File: src/rtl/riscv_pkg.sv
// Shared RISC-V front-end constants: default instruction width, canonical NOP, PC width.
package riscv_pkg;

    localparam int          XLEN_DEFAULT = 32;
    localparam int          PC_W         = 32;
    localparam logic [31:0] NOP_INSTR    = 32'h0000_0013;  // addi x0, x0, 0

endpackage

File: src/rtl/ibuf_mem.sv
// DEPTH x W register-file storage: synchronous write, asynchronous read, no reset.
module ibuf_mem #(
    parameter int DEPTH = 4,
    parameter int W     = 32
) (
    input  logic                     clk,
    input  logic                     we,
    input  logic [$clog2(DEPTH)-1:0] waddr,
    input  logic [W-1:0]             wdata,
    input  logic [$clog2(DEPTH)-1:0] raddr,
    output logic [W-1:0]             rdata
);

    logic [W-1:0] mem [DEPTH];

    always_ff @(posedge clk) begin
        if (we) mem[waddr] <= wdata;
    end

    assign rdata = mem[raddr];

endmodule

File: src/rtl/instr_buf.sv
// Instruction prefetch FIFO between I-mem and decode; head is NOP when empty.
// Optional PC tagging of each entry is enabled with the IBUF_PC_TAG_EN macro.
module instr_buf
    import riscv_pkg::*;
#(
    parameter int XLEN  = XLEN_DEFAULT,
    parameter int DEPTH = 4
) (
    input  logic                   clk,
    input  logic                   rst,
    input  logic                   flush,
    input  logic                   push,
    input  logic [XLEN-1:0]        push_data,
`ifdef IBUF_PC_TAG_EN
    input  logic [PC_W-1:0]        push_pc,
    output logic [PC_W-1:0]        instr_pc,
`endif
    output logic                   full,
    input  logic                   pop,
    output logic [XLEN-1:0]        instr,
    output logic                   instr_valid,
    output logic [$clog2(DEPTH):0] count
);

    localparam int PTR_W = $clog2(DEPTH);
    localparam int CW    = $clog2(DEPTH) + 1;

    logic [PTR_W-1:0] rd_ptr, wr_ptr;
    logic             pop_ok, push_ok, we;
    logic [XLEN-1:0]  rd_data;

    // Status comes from the registered count only, so there is no push->valid bypass.
    assign instr_valid = (count != '0);
    assign full        = (count == CW'(DEPTH));
    assign pop_ok      = pop & instr_valid;
    assign push_ok     = push & (~full | pop_ok);
    assign we          = push_ok & ~flush & rst;

    always_ff @(posedge clk) begin
        if (!rst || flush) begin
            rd_ptr <= '0;
            wr_ptr <= '0;
            count  <= '0;
        end else begin
            if (push_ok) wr_ptr <= wr_ptr + PTR_W'(1);
            if (pop_ok)  rd_ptr <= rd_ptr + PTR_W'(1);
            case ({push_ok, pop_ok})
                2'b10:   count <= count + CW'(1);
                2'b01:   count <= count - CW'(1);
                default: count <= count;
            endcase
        end
    end

    ibuf_mem #(.DEPTH(DEPTH), .W(XLEN)) u_data (
        .clk   (clk),
        .we    (we),
        .waddr (wr_ptr),
        .wdata (push_data),
        .raddr (rd_ptr),
        .rdata (rd_data)
    );

    assign instr = instr_valid ? rd_data : XLEN'(NOP_INSTR);

`ifdef IBUF_PC_TAG_EN
    logic [PC_W-1:0] rd_pc;

    ibuf_mem #(.DEPTH(DEPTH), .W(PC_W)) u_pc (
        .clk   (clk),
        .we    (we),
        .waddr (wr_ptr),
        .wdata (push_pc),
        .raddr (rd_ptr),
        .rdata (rd_pc)
    );

    assign instr_pc = instr_valid ? rd_pc : '0;
`endif

endmodule

File: config.mk
export PLATFORM = sky130hd
export DESIGN_NAME = instr_buf
export DESIGN_NICKNAME = d
export VERILOG_FILES = /design/src/rtl/riscv_pkg.sv /design/src/rtl/ibuf_mem.sv /design/src/rtl/instr_buf.sv
export SDC_FILE = /design/constraint.sdc
export NUM_CORES = 1
export LEC_CHECK = 0
export ABC_AREA = 1
export CAP_MARGIN = 20
export CORE_MARGIN = 8
export CORE_UTILIZATION = 49
export DETAILED_ROUTE_END_ITERATION = 6
export HOLD_SLACK_MARGIN = 0.02
export PLACE_DENSITY = 0.76
export SYNTH_ARGS = -nofsm -noshare
export SYNTH_HDL_FRONTEND = slang
export SYNTH_SLANG_ARGS = --single-unit
File: constraint.sdc
create_clock -name clk -period 2.85 [get_ports clk]
set_input_delay 0.57 -clock clk [delete_from_list [all_inputs] [get_ports clk]]
set_output_delay 0.57 -clock clk [all_outputs]
set_load 0.02 [all_outputs]
* Word-level counts from Yosys, hierarchy flattened
Memories as Yosys holds them, arrays and structs flattened. A register that Yosys moved wholly into a read port is not among the register bits.
Index checks and enable logic that the tools add are counted.
** Operators by class
- Multiplexer cells :: 6
- Reduce and logical (&&, ||, !) cells :: 4
- Add/subtract/negate cells :: 4
- Equal/unequal tests :: 3
- Bitwise logic cells :: 7
** Operators by type and width (number)
- $mux W32 :: 1
- $pmux W3 S2 :: 1
- $add A2 B1 Y2 const B :: 2
- $and A1 B1 Y1 :: 4
- $mux W2 :: 2
- $add A3 B1 Y3 const B :: 1
- $eq A3 B3 Y1 const B :: 1
- $reduce_bool A3 Y1 :: 1
- $sub A3 B1 Y3 const B :: 1
- $eq A2 B1 Y1 const B :: 1
- $eq A2 B2 Y1 const B :: 1
- $mux W1 :: 2
- $not A1 Y1 :: 2
- $reduce_bool A2 Y1 :: 1
- $logic_not A1 Y1 :: 1
- $logic_or A1 B1 Y1 :: 1
- $or A1 B1 Y1 :: 1
** Word-level totals
- Output and inout port bits :: 37
- Memories :: 1
- Bits in registers :: 7
- Bits in writable memories :: 128
- Word-level logic and storage cells :: 28
- Input bits :: 37
** Memory list
- u_data.mem :: words 4, bits a word 32, rd ports 1, clocked after Yosys merged registers in 1, write ports 1, line ibuf_mem.sv:14 : logic [W-1:0] mem [DEPTH];

* Longest topological paths before layout
Gate-level depths: netlist of the first run.
- Depth in word-level cells :: 8
- Mapped depth :: 10
- Depth with buffers taken out :: 10

* Hierarchy
From an unflattened synthesis of the first run, not the netlist that was laid out.
** Second synthesis, totals
- Cell total of the unflattened synthesis :: 636
- Area, all modules :: 6104.6 um2
** By module, submodules not included
- ibuf_mem :: area an instance 5437.7 um2, instances 1, cells each 509, sequential area each 3843.7 um2
- instr_buf :: area an instance 666.9 um2, instances 1, cells each 127, sequential area each 140.1 um2

* Worst setup path after synthesis of the first run
Ideal clock, no wire load.
- Path kind :: register -> register
- Start :: reg count[2]
- End :: mem u_data.mem[0][0], enable pin
- Required time :: 2429 ps
- Stages on the path, launching flop included :: 7
- Library setup time :: 421 ps
- Arrival :: 2400 ps
- Path buffers :: 0
- Clock period less this slack :: 2821 ps
- Slack :: 29 ps
- Cells stage by stage :: dfxtp_1 inv_1 nand2_4 nand2_4 nand2_2 nand3_1 nor2_1
** Between the ends
- Word-level cells in the longest chain between the ends :: 8
- Elaborated cells between the ends (all ways) :: 10
- Classes of those cells :: 1 x eq/ne; 2 x mux; 6 x bitwise; 1 x reduce/logical
** Ends and longest elaborated chain
- start, declared :: line instr_buf.sv:22 : output logic [$clog2(DEPTH):0] count
- start signal, assigned :: line instr_buf.sv:48 : 2'b10: count <= count + CW'(1);
- start signal, assigned :: line instr_buf.sv:49 : 2'b01: count <= count - CW'(1);
- start signal, assigned :: line instr_buf.sv:50 : default: count <= count;
- $reduce_bool A3 Y1 :: line instr_buf.sv:33 : assign instr_valid = (count != '0);
- named net instr_valid :: line instr_buf.sv:21 : output logic instr_valid,
- $and A1 B1 Y1 :: line instr_buf.sv:35 : assign pop_ok = pop & instr_valid;
- $or A1 B1 Y1 :: line instr_buf.sv:36 : assign push_ok = push & (~full | pop_ok);
- $and A1 B1 Y1 :: line instr_buf.sv:36
- $and A1 B1 Y1 (2 in a row) :: line instr_buf.sv:37 : assign we = push_ok & ~flush & rst;
- $mux W1 :: line ibuf_mem.sv:17 : if (we) mem[waddr] <= wdata;
- $mux W1 (implied by the code) :: line ibuf_mem.sv:17
- end, declared :: line ibuf_mem.sv:14
The timed path passes the listed nets, and every way through them passes these cells.

==> results of run 1 <==
[routing by layer]
layer / part of all wire, % / GRT usage [%] / vias up
met1: 44 / 21.1 / 1783
met4: 0.73 / 6.09 / 0
met3: 6.8 / 5.97 / 7
met2: 49 / 27.1 / 121
met5: 0 / 0 / -
li1: - / - / 1743
[state kept, by name (all words and copies together), names as in the netlist, named ones only]
register	flops
wr_ptr	2
u_data.mem	128
count	3
rd_ptr	2
[worst max-delay path, stage by stage, from the launching register on]
cell	delay (ns)
dfxtp_2	0.38
buf_6	0.24
nor2_1	0.08
o311ai_0	0.43
dlygate4sd2_1	0.40
[where the power goes]
part	internal, W	switching [W]	total, W
registers	0.00222	0.00000933	0.00223
logic	0.000132	0.000189	0.000322
clock network	0.00132	0.000781	0.00210
total	0.00368	0.000980	0.00466
[synthesized netlist by cell type (all sizes together) (3+ instances only)]
cell / count / area, um^2
ha: 4 / 50.1
inv: 20 / 75.1
a21oi: 36 / 180
dfxtp: 9 / 180
edfxtp: 128 / 3840
nand2: 10 / 62.6
nor2: 139 / 524
clkbuf: 5 / 18.8
nand3: 4 / 37.5
o311ai: 3 / 26.3
buf: 17 / 138
o21ai: 67 / 335
[cells by family after synthesis]
family	count (synthesis)
AO/OA/AOI/OAI	106
flip-flops	137
adder cells (fa/ha/maj)	5
AND/OR/NAND/NOR	154
buffers and inverters	42
[through the flow]
stage	util (%)	hold WS, ns
2_1_floorplan	-	0.452
3_3_place_gp	58.9	0.463
3_5_place_dp	58.9	0.480
4_1_cts	64.2	0.490
5_1_grt	65.1	0.518
6_report	65.1	0.490
[layout make-up]
| cell class | instances | area (um^2) |
|---|---|---|
| multi-input cells | 265 | 1270 |
| inverters | 20 | 85.1 |
| clock inverters | 13 | 155 |
| clock buffers | 18 | 418 |
| repair buffers | 93 | 955 |
| flip-flops and latches | 137 | 4030 |
| fillers | 782 | 3800 |
| well taps | 140 | 175 |
[worst max-delay path by stage]
stage	startpoint	to	slack (ns)	cells after the start
3_5_place_dp	rst	u_data.mem[3][28]	0.18	6
3_3_place_gp	rst	u_data.mem[3][19]	0.22	6
5_1_grt	register	instr[18]	0.09	6
2_1_floorplan	count[2]	u_data.mem[0][0]	0.03	6
6_report	register	instr[0]	0.20	4
4_1_cts	register	instr[24]	0.006	6
[timing repair]
action / CTS / global route
setup endpoints to repair: 32 / 26
setup buffers: 0 / 4
hold buffers: 0 / 0
gates resized for setup: 11 / 27
hold endpoints to repair: 0 / 0
==> impl_results.html, run 1 <==
<table>
<tr><th>Metric</th><th>Value</th></tr>
<tr><th colspan="2">Clocking</th></tr>
<tr><td>Library cell used as clock root buffer</td><td>clkbuf_8</td></tr>
<tr><td>Count of clock tree sinks</td><td>137</td></tr>
<tr><td>CTS HTree Levels</td><td>4</td></tr>
<tr><td>Clk slew on worst S/H paths</td><td>0.06 ns</td></tr>
<tr><td>TritonCTS clock tree</td><td>yes</td></tr>
<tr><td>Inserted Clock Buffers</td><td>17</td></tr>
<tr><td>Clock latency of the later-clocked register in the worst-skew pair</td><td>0.52 ns</td></tr>
<tr><td>Max Buffers Root-to-Sink</td><td>2</td></tr>
<tr><th colspan="2">Global routing</th></tr>
<tr><td>First-pass GRT wire length</td><td>19.3 mm</td></tr>
<tr><td>Aggregate global-route resource usage</td><td>17.0%</td></tr>
<tr><td>Largest net degree at the start of global routing</td><td>33</td></tr>
<tr><td>Vias in the first global route</td><td>3750</td></tr>
<tr><td>Antenna violations before repair</td><td>0</td></tr>
<tr><td>Remaining global-route overflow</td><td>0</td></tr>
<tr><th colspan="2">Synth</th></tr>
<tr><td>Netlist cell types</td><td>24</td></tr>
<tr><td>Synthesized area per cell</td><td>12.4 um^2</td></tr>
<tr><td>Main combinational cell family by area after synthesis</td><td>simple AND/OR/NAND/NOR gates</td></tr>
<tr><td>Cell Area, Synth</td><td>0.00550 mm^2</td></tr>
<tr><td>Synth Register Bits</td><td>137</td></tr>
<tr><td>Top FF cell, synth</td><td>edfxtp_1</td></tr>
<tr><td>Post-synthesis share of cell area spent on xor and xnor gates</td><td>0%</td></tr>
<tr><td>Synth Area in Adders</td><td>1.27%</td></tr>
<tr><td>Mux contribution to synthesized area</td><td>0%</td></tr>
<tr><td>Yosys warning count</td><td>0</td></tr>
<tr><td>Post-Synth Simple-Gate Area</td><td>11.5%</td></tr>
<tr><td>Proportion of register bits with asynchronous set or reset after synthesis</td><td>0%</td></tr>
<tr><td>Share of the yosys chip area belonging to registers</td><td>73.2%</td></tr>
<tr><td>Count of flip-flops with a built-in enable after synthesis</td><td>128</td></tr>
<tr><td>Net Count, Synth</td><td>486</td></tr>
<tr><td>Area fraction in compound gates after synthesis</td><td>9.85%</td></tr>
<tr><td>Gate count after technology mapping</td><td>444</td></tr>
<tr><th colspan="2">Timing</th></tr>
<tr><td>Worst-margin pin slew</td><td>0.500 ns</td></tr>
<tr><td>Highest attainable clock frequency</td><td>377 MHz</td></tr>
<tr><td>Final Critical Period</td><td>2.65 ns</td></tr>
<tr><td>Share of the clock period used by the worst path</td><td>93.0%</td></tr>
<tr><td>Final hold vios</td><td>0</td></tr>
<tr><td>Final count of negative-setup-slack endpoints</td><td>0</td></tr>
<tr><td>Clock skew after layout</td><td>0.0114 ns</td></tr>
<tr><td>Max Transition Viols Final</td><td>0</td></tr>
<tr><td>Remaining max-slew budget at the tightest pin</td><td>66.6%</td></tr>
<tr><td>Setup repair after global routing missed its margin</td><td>false</td></tr>
<tr><td>Final total negative setup slack</td><td>0 ns</td></tr>
<tr><td>PnR worst setup slack</td><td>0.199 ns</td></tr>
<tr><th colspan="2">Cells and area</th></tr>
<tr><td>Most common library cell in the layout ignoring fill and taps</td><td>nor2_1</td></tr>
<tr><td>Most frequent cells in the layout</td><td>nor2_1 (134), edfxtp_1 (128), clkdlybuf4s50_1 (41)</td></tr>
<tr><td>Filler-free cell count of the finished design</td><td>686</td></tr>
<tr><td>Layout area overhead</td><td>28.9%</td></tr>
<tr><td>Nets</td><td>576</td></tr>
<tr><td>Diodes inserted</td><td>0</td></tr>
<tr><td>Final cell area excluding filler cells</td><td>0.00709 mm^2</td></tr>
<tr><td>Fraction of final layout cells sized beyond drive strength 1</td><td>12.5%</td></tr>
<tr><th colspan="2">Hold path</th></tr>
<tr><td>Hold_sp</td><td>rd_ptr[1]</td></tr>
<tr><td>Worst Hold Class</td><td>register to register</td></tr>
<tr><td>Hold worst-path end</td><td>rd_ptr[1]</td></tr>
<tr><td>Worst hold path stage count</td><td>2</td></tr>
<tr><th colspan="2">Worst setup path</th></tr>
<tr><td>Setup slack of the most critical reg-to-reg path</td><td>0.80 ns</td></tr>
<tr><td>Origin of the critical flop-to-flop path</td><td>count[2]</td></tr>
<tr><td>Nature of the critical path startpoint</td><td>register</td></tr>
<tr><td>Critical Path AT</td><td>2.08 ns</td></tr>
<tr><td>Kind of end point of the critical path</td><td>output port</td></tr>
<tr><td>Required time reported for the critical path endpoint</td><td>2.28 ns</td></tr>
<tr><td>CP max FO</td><td>28</td></tr>
<tr><td>R2R depth</td><td>7</td></tr>
<tr><td>Destination of the worst register-to-register timing path</td><td>u_data.mem[3][16]</td></tr>
<tr><td>Worst setup path class</td><td>register to output port</td></tr>
<tr><th colspan="2">Placed design</th></tr>
<tr><td>HPWL after detailed placement</td><td>7.48 mm</td></tr>
<tr><td>Final RePlAce weighted congestion</td><td>0.730</td></tr>
<tr><td>Instance count after placement with tap cells included</td><td>651</td></tr>
<tr><td>IO buf count</td><td>73</td></tr>
<tr><td>Pre-CTS worst setup slack</td><td>0.176 ns</td></tr>
<tr><td>Placed instance area</td><td>0.00641 mm^2</td></tr>
<tr><th colspan="2">Floorplan</th></tr>
<tr><td>Die height</td><td>122 um</td></tr>
<tr><td>Number of rows in the core area</td><td>38</td></tr>
<tr><td>Core region area</td><td>0.0109 mm^2</td></tr>
<tr><td>Area of the die</td><td>0.0149 mm^2</td></tr>
<tr><td>Initial Util</td><td>50.5%</td></tr>
<tr><td>Width of the chip</td><td>122 um</td></tr>
<tr><td>I/O pin count</td><td>74</td></tr>
<tr><th colspan="2">Pwr</th></tr>
<tr><td>Final total power</td><td>0.00466 W</td></tr>
<tr><td>Leakage component of the power</td><td>2.89 nW</td></tr>
<tr><td>Worst IR drop on VDD</td><td>0.406 mV</td></tr>
<tr><td>Power per cell area</td><td>657 mW/mm^2</td></tr>
<tr><th colspan="2">Drt</th></tr>
<tr><td>Violation count after the first detailed-routing iteration</td><td>354</td></tr>
<tr><td>Vias</td><td>3654</td></tr>
<tr><td>Routed wire length per instance</td><td>17.7 um</td></tr>
<tr><td>Drt drc</td><td>0</td></tr>
<tr><td>Antenna-violating nets left</td><td>0</td></tr>
<tr><td>Detail-routed via count per cell</td><td>5.33</td></tr>
<tr><td>Number of detailed-routing iterations run before antenna repair</td><td>5</td></tr>
<tr><td>Final routed wirelength across all metal layers</td><td>12.1 mm</td></tr>
<tr><th colspan="2">Job</th></tr>
<tr><td># Max-Cap Violations</td><td>0</td></tr>
<tr><th colspan="2">Outcome</th></tr>
<tr><td>Run status</td><td>finished, final reports clean</td></tr>
</table>
No activity file was read; power rests on OpenSTA's default activity.
==> run 2: changes to the inputs <==
--- a/config.mk
+++ b/config.mk
@@ -11,7 +11,8 @@
 export CORE_UTILIZATION = 49
 export DETAILED_ROUTE_END_ITERATION = 6
 export HOLD_SLACK_MARGIN = 0.02
-export PLACE_DENSITY = 0.76
+export PLACE_DENSITY = 0.75
 export SYNTH_ARGS = -nofsm -noshare
 export SYNTH_HDL_FRONTEND = slang
 export SYNTH_SLANG_ARGS = --single-unit
+export TNS_END_PERCENT = 10
==> impl_results.html, run 2 (synthesized netlist as in run 1, its figures left out) <==
<table>
<tr><th>Metric</th><th>Value</th></tr>
<tr><th colspan="2">Clocking</th></tr>
<tr><td>Number of setup buffers added after CTS</td><td>0 (unchanged)</td></tr>
<tr><td>Max Buffers Root-to-Sink</td><td>2 (unchanged)</td></tr>
<tr><td>Count of clock tree sinks</td><td>137 (unchanged)</td></tr>
<tr><td>Clock latency of the later-clocked register in the worst-skew pair</td><td>0.50 ns (-0.02 ns)</td></tr>
<tr><td>Inserted Clock Buffers</td><td>17 (unchanged)</td></tr>
<tr><td>Library cell used as clock root buffer</td><td>clkbuf_8</td></tr>
<tr><td>Post-cts hold buffer count</td><td>0 (unchanged)</td></tr>
<tr><td>TritonCTS clock tree</td><td>yes</td></tr>
<tr><td>CTS HTree Levels</td><td>4 (unchanged)</td></tr>
<tr><td>Clk slew on worst S/H paths</td><td>0.06 ns (about the same)</td></tr>
<tr><th colspan="2">Drt</th></tr>
<tr><td>Length of routed met2 wiring</td><td>5.98 mm (+1.2%)</td></tr>
<tr><td>Vias</td><td>3524 (-3.6%)</td></tr>
<tr><td>Drt drc</td><td>0 (unchanged)</td></tr>
<tr><td>Number of detailed-routing iterations run before antenna repair</td><td>4 (-1)</td></tr>
<tr><td>Violation count after the first detailed-routing iteration</td><td>267 (-25%)</td></tr>
<tr><td>Top layer in use</td><td>met3</td></tr>
<tr><td>Met1 routed wirelength after detailed routing</td><td>4.75 mm (-10%)</td></tr>
<tr><td>Detail-routed via count per cell</td><td>5.19 (-2.6%)</td></tr>
<tr><td>Final routed wirelength across all metal layers</td><td>11.6 mm (-4.5%)</td></tr>
<tr><td>Met3 Wirelength</td><td>836 um (+2.1%)</td></tr>
<tr><td>Routed wire length per instance</td><td>17.0 um (-3.5%)</td></tr>
<tr><td>Antenna-violating nets left</td><td>0 (unchanged)</td></tr>
<tr><th colspan="2">Cells and area</th></tr>
<tr><td>Reg with most FFs</td><td>u_data.mem</td></tr>
<tr><td>Layout area overhead</td><td>27.9%</td></tr>
<tr><td>Fraction of final layout cells sized beyond drive strength 1</td><td>11.5% (-0.95 points)</td></tr>
<tr><td>Final cell area excluding filler cells</td><td>0.00703 mm^2 (-0.83%)</td></tr>
<tr><td>Max FFs per register</td><td>128 (unchanged)</td></tr>
<tr><td>Most common library cell in the layout ignoring fill and taps</td><td>nor2_1</td></tr>
<tr><td>Most frequent cells in the layout</td><td>nor2_1 (134), edfxtp_1 (128), clkdlybuf4s50_1 (55)</td></tr>
<tr><td>Diodes inserted</td><td>0 (unchanged)</td></tr>
<tr><td>Filler-free cell count of the finished design</td><td>679 (-1.0%)</td></tr>
<tr><td>Nets</td><td>568 (-1.4%)</td></tr>
<tr><td>Count of filler cells inserted in the layout</td><td>750 (-4.1%)</td></tr>
<tr><td>Registers with the most flip-flops</td><td>u_data.mem (128), count (3)</td></tr>
<tr><th colspan="2">Global routing</th></tr>
<tr><td>Largest net degree at the start of global routing</td><td>33 (unchanged)</td></tr>
<tr><td>Vias in the first global route</td><td>3632 (-3.1%)</td></tr>
<tr><td>First-pass GRT wire length</td><td>18.3 mm (-5.1%)</td></tr>
<tr><td>Remaining global-route overflow</td><td>0 (unchanged)</td></tr>
<tr><td>Aggregate global-route resource usage</td><td>16.1% (-0.86 points)</td></tr>
<tr><td>Antenna violations before repair</td><td>0 (unchanged)</td></tr>
<tr><th colspan="2">Placed design</th></tr>
<tr><td>Placed instance area</td><td>0.00641 mm^2 (about the same)</td></tr>
<tr><td>Final RePlAce weighted congestion</td><td>0.702 (-3.8%)</td></tr>
<tr><td>Instance count after placement with tap cells included</td><td>647 (-0.61%)</td></tr>
<tr><td>HPWL after detailed placement</td><td>6.93 mm (-7.4%)</td></tr>
<tr><td>IO buf count</td><td>73 (unchanged)</td></tr>
<tr><th colspan="2">Floorplan</th></tr>
<tr><td>Die height</td><td>122 um (unchanged)</td></tr>
<tr><td>Number of rows in the core area</td><td>38 (unchanged)</td></tr>
<tr><td>Area of the die</td><td>0.0149 mm^2 (unchanged)</td></tr>
<tr><td>I/O pin count</td><td>74 (unchanged)</td></tr>
<tr><td>Width of the chip</td><td>122 um (unchanged)</td></tr>
<tr><td>Initial Util</td><td>50.5% (unchanged)</td></tr>
<tr><td>Core region area</td><td>0.0109 mm^2 (unchanged)</td></tr>
<tr><th colspan="2">Job</th></tr>
<tr><td># Max-Cap Violations</td><td>0 (unchanged)</td></tr>
<tr><th colspan="2">Worst setup path</th></tr>
<tr><td>Worst setup path class</td><td>register to output port</td></tr>
<tr><td>Required time reported for the critical path endpoint</td><td>2.28 ns (about the same)</td></tr>
<tr><td>Standard cell with the maximum stage delay on the critical path</td><td>clkdlybuf4s50_1</td></tr>
<tr><td>Origin of the critical flop-to-flop path</td><td>count[2]</td></tr>
<tr><td>Critical path's top delay family</td><td>buffers and inverters</td></tr>
<tr><td>CP max FO</td><td>20 (-29%)</td></tr>
<tr><td>Number of buffers and inverters on the critical path</td><td>3 (+1)</td></tr>
<tr><td>Critical-path cell list</td><td>inv_4 &gt; buf_4 &gt; o21ai_0 &gt; a21oi_1 &gt; clkdlybuf4s50_1</td></tr>
<tr><td>Critical Path AT</td><td>2.24 ns (+0.16 ns)</td></tr>
<tr><td>Kind of end point of the critical path</td><td>output port</td></tr>
<tr><td>Nature of the critical path startpoint</td><td>register</td></tr>
<tr><td>Slowest Stage Delay on Critical Path</td><td>0.63 ns (+0.20 ns)</td></tr>
<tr><th colspan="2">Timing</th></tr>
<tr><td>Setup repair after global routing missed its margin</td><td>true</td></tr>
<tr><td>Final hold vios</td><td>0 (unchanged)</td></tr>
<tr><td>Highest attainable clock frequency</td><td>355 MHz (-5.8%)</td></tr>
<tr><td>Clock skew after layout</td><td>0.00902 ns (-0.00240 ns)</td></tr>
<tr><td>Final Critical Period</td><td>2.81 ns (+0.162 ns)</td></tr>
<tr><td>Final count of negative-setup-slack endpoints</td><td>0 (unchanged)</td></tr>
<tr><td>Final total negative setup slack</td><td>0 ns (unchanged)</td></tr>
<tr><td>Worst-margin pin slew</td><td>0.468 ns (-0.0320 ns)</td></tr>
<tr><td>Remaining max-slew budget at the tightest pin</td><td>68.4% (+1.8 points)</td></tr>
<tr><td>Max Transition Viols Final</td><td>0 (unchanged)</td></tr>
<tr><td>Share of the clock period used by the worst path</td><td>98.7% (+5.7 points)</td></tr>
<tr><th colspan="2">Outcome</th></tr>
<tr><td>Run status</td><td>finished, final reports clean</td></tr>
<tr><th colspan="2">Hold path</th></tr>
<tr><td>Worst Hold Class</td><td>register to register</td></tr>
<tr><td>Hold_sp</td><td>rd_ptr[1]</td></tr>
<tr><th colspan="2">Pwr</th></tr>
<tr><td>Leakage component of the power</td><td>2.57 nW (-11%)</td></tr>
<tr><td>Power per cell area</td><td>668 mW/mm^2 (+1.7%)</td></tr>
<tr><td>Worst IR drop on VDD</td><td>0.531 mV (+31%)</td></tr>
</table>
run 2: cell types whose count changed in the layout (fill, tap and decap cells not counted), sizes merged:
| cell | previous run | this run |
|---|---|---|
| buf | 20 | 12 |
| clkdlybuf4s50 | 41 | 55 |
| clkinv | 8 | 5 |
| clkinvlp | 2 | 4 |
| dlygate4sd2 | 6 | 11 |
| dlymetal6s2s | 26 | 7 |
| inv | 20 | 22 |
run 2: worst reg2reg max path, cell delays in order (launching register included):
cell	delay [ns]
dfxtp_1	0.40
inv_1	0.09
nand2_4	0.17
nand2_4	0.08
nand2_2	0.07
nand3_1	0.32
nor2_4	0.25
buf_4	0.30
run 2: final timing paths:
path                       endpoint  slack, ns  depth (start not counted)
setup / recovery          instr[16]       0.04                          5
hold / removal             register       0.48                          2
setup reg to reg  u_data.mem[1][19]       0.84                          7
hold reg to reg            register       0.48                          2
run 2: final cells by class:
| class | count | area [um^2] | area share (%) |
|---|---|---|---|
| Sequential cell | 137 | 4030 | 57.3 |
| Multi-Input combinational cell | 265 | 1270 | 18.1 |
| Timing Repair Buffer | 85 | 877 | 12.5 |
| Clock buffer | 18 | 418 | 5.94 |
| Tap cell | 140 | 175 | 2.49 |
| Clock inverter | 14 | 174 | 2.47 |
| Inverter | 20 | 85.1 | 1.21 |
run 2: power by group:
| part | internal [W] | switching [W] |
|---|---|---|
| logic | 0.000132 | 0.000188 |
| clock network | 0.00134 | 0.000803 |
| registers | 0.00222 | 0.00000950 |
| total | 0.00369 | 0.00100 |
run 2: through the flow:
stage	hold WS [ns]	utilization [%]	power, W	worst slack [ns]
finish	0.484	64.6	0.00469	0.0367
CTS	0.485	64.4	0.00474	-0.0512
floorplan	0.452	-	0.00243	0.0290
detailed placement	0.472	58.8	0.00261	0.230
global placement	0.461	58.8	0.00260	0.246
global route	0.508	64.6	0.00485	-0.122
run 2: routing by layer:
| layer | GRT usage, % | up-vias |
|---|---|---|
| met2 | 26.4 | 107 |
| met1 | 19.5 | 1689 |
| met4 | 5.55 | 0 |
| met5 | 0 | - |
| met3 | 5.65 | 0 |
| li1 | - | 1728 |
run 2: what timing repair did:
| item | 4_1_cts | 5_1_grt |
|---|---|---|
| hold endpoints to repair | 0 | 0 |
| gates resized for setup | 18 | 9 |
| endpoints found under the setup margin | 32 | 21 |
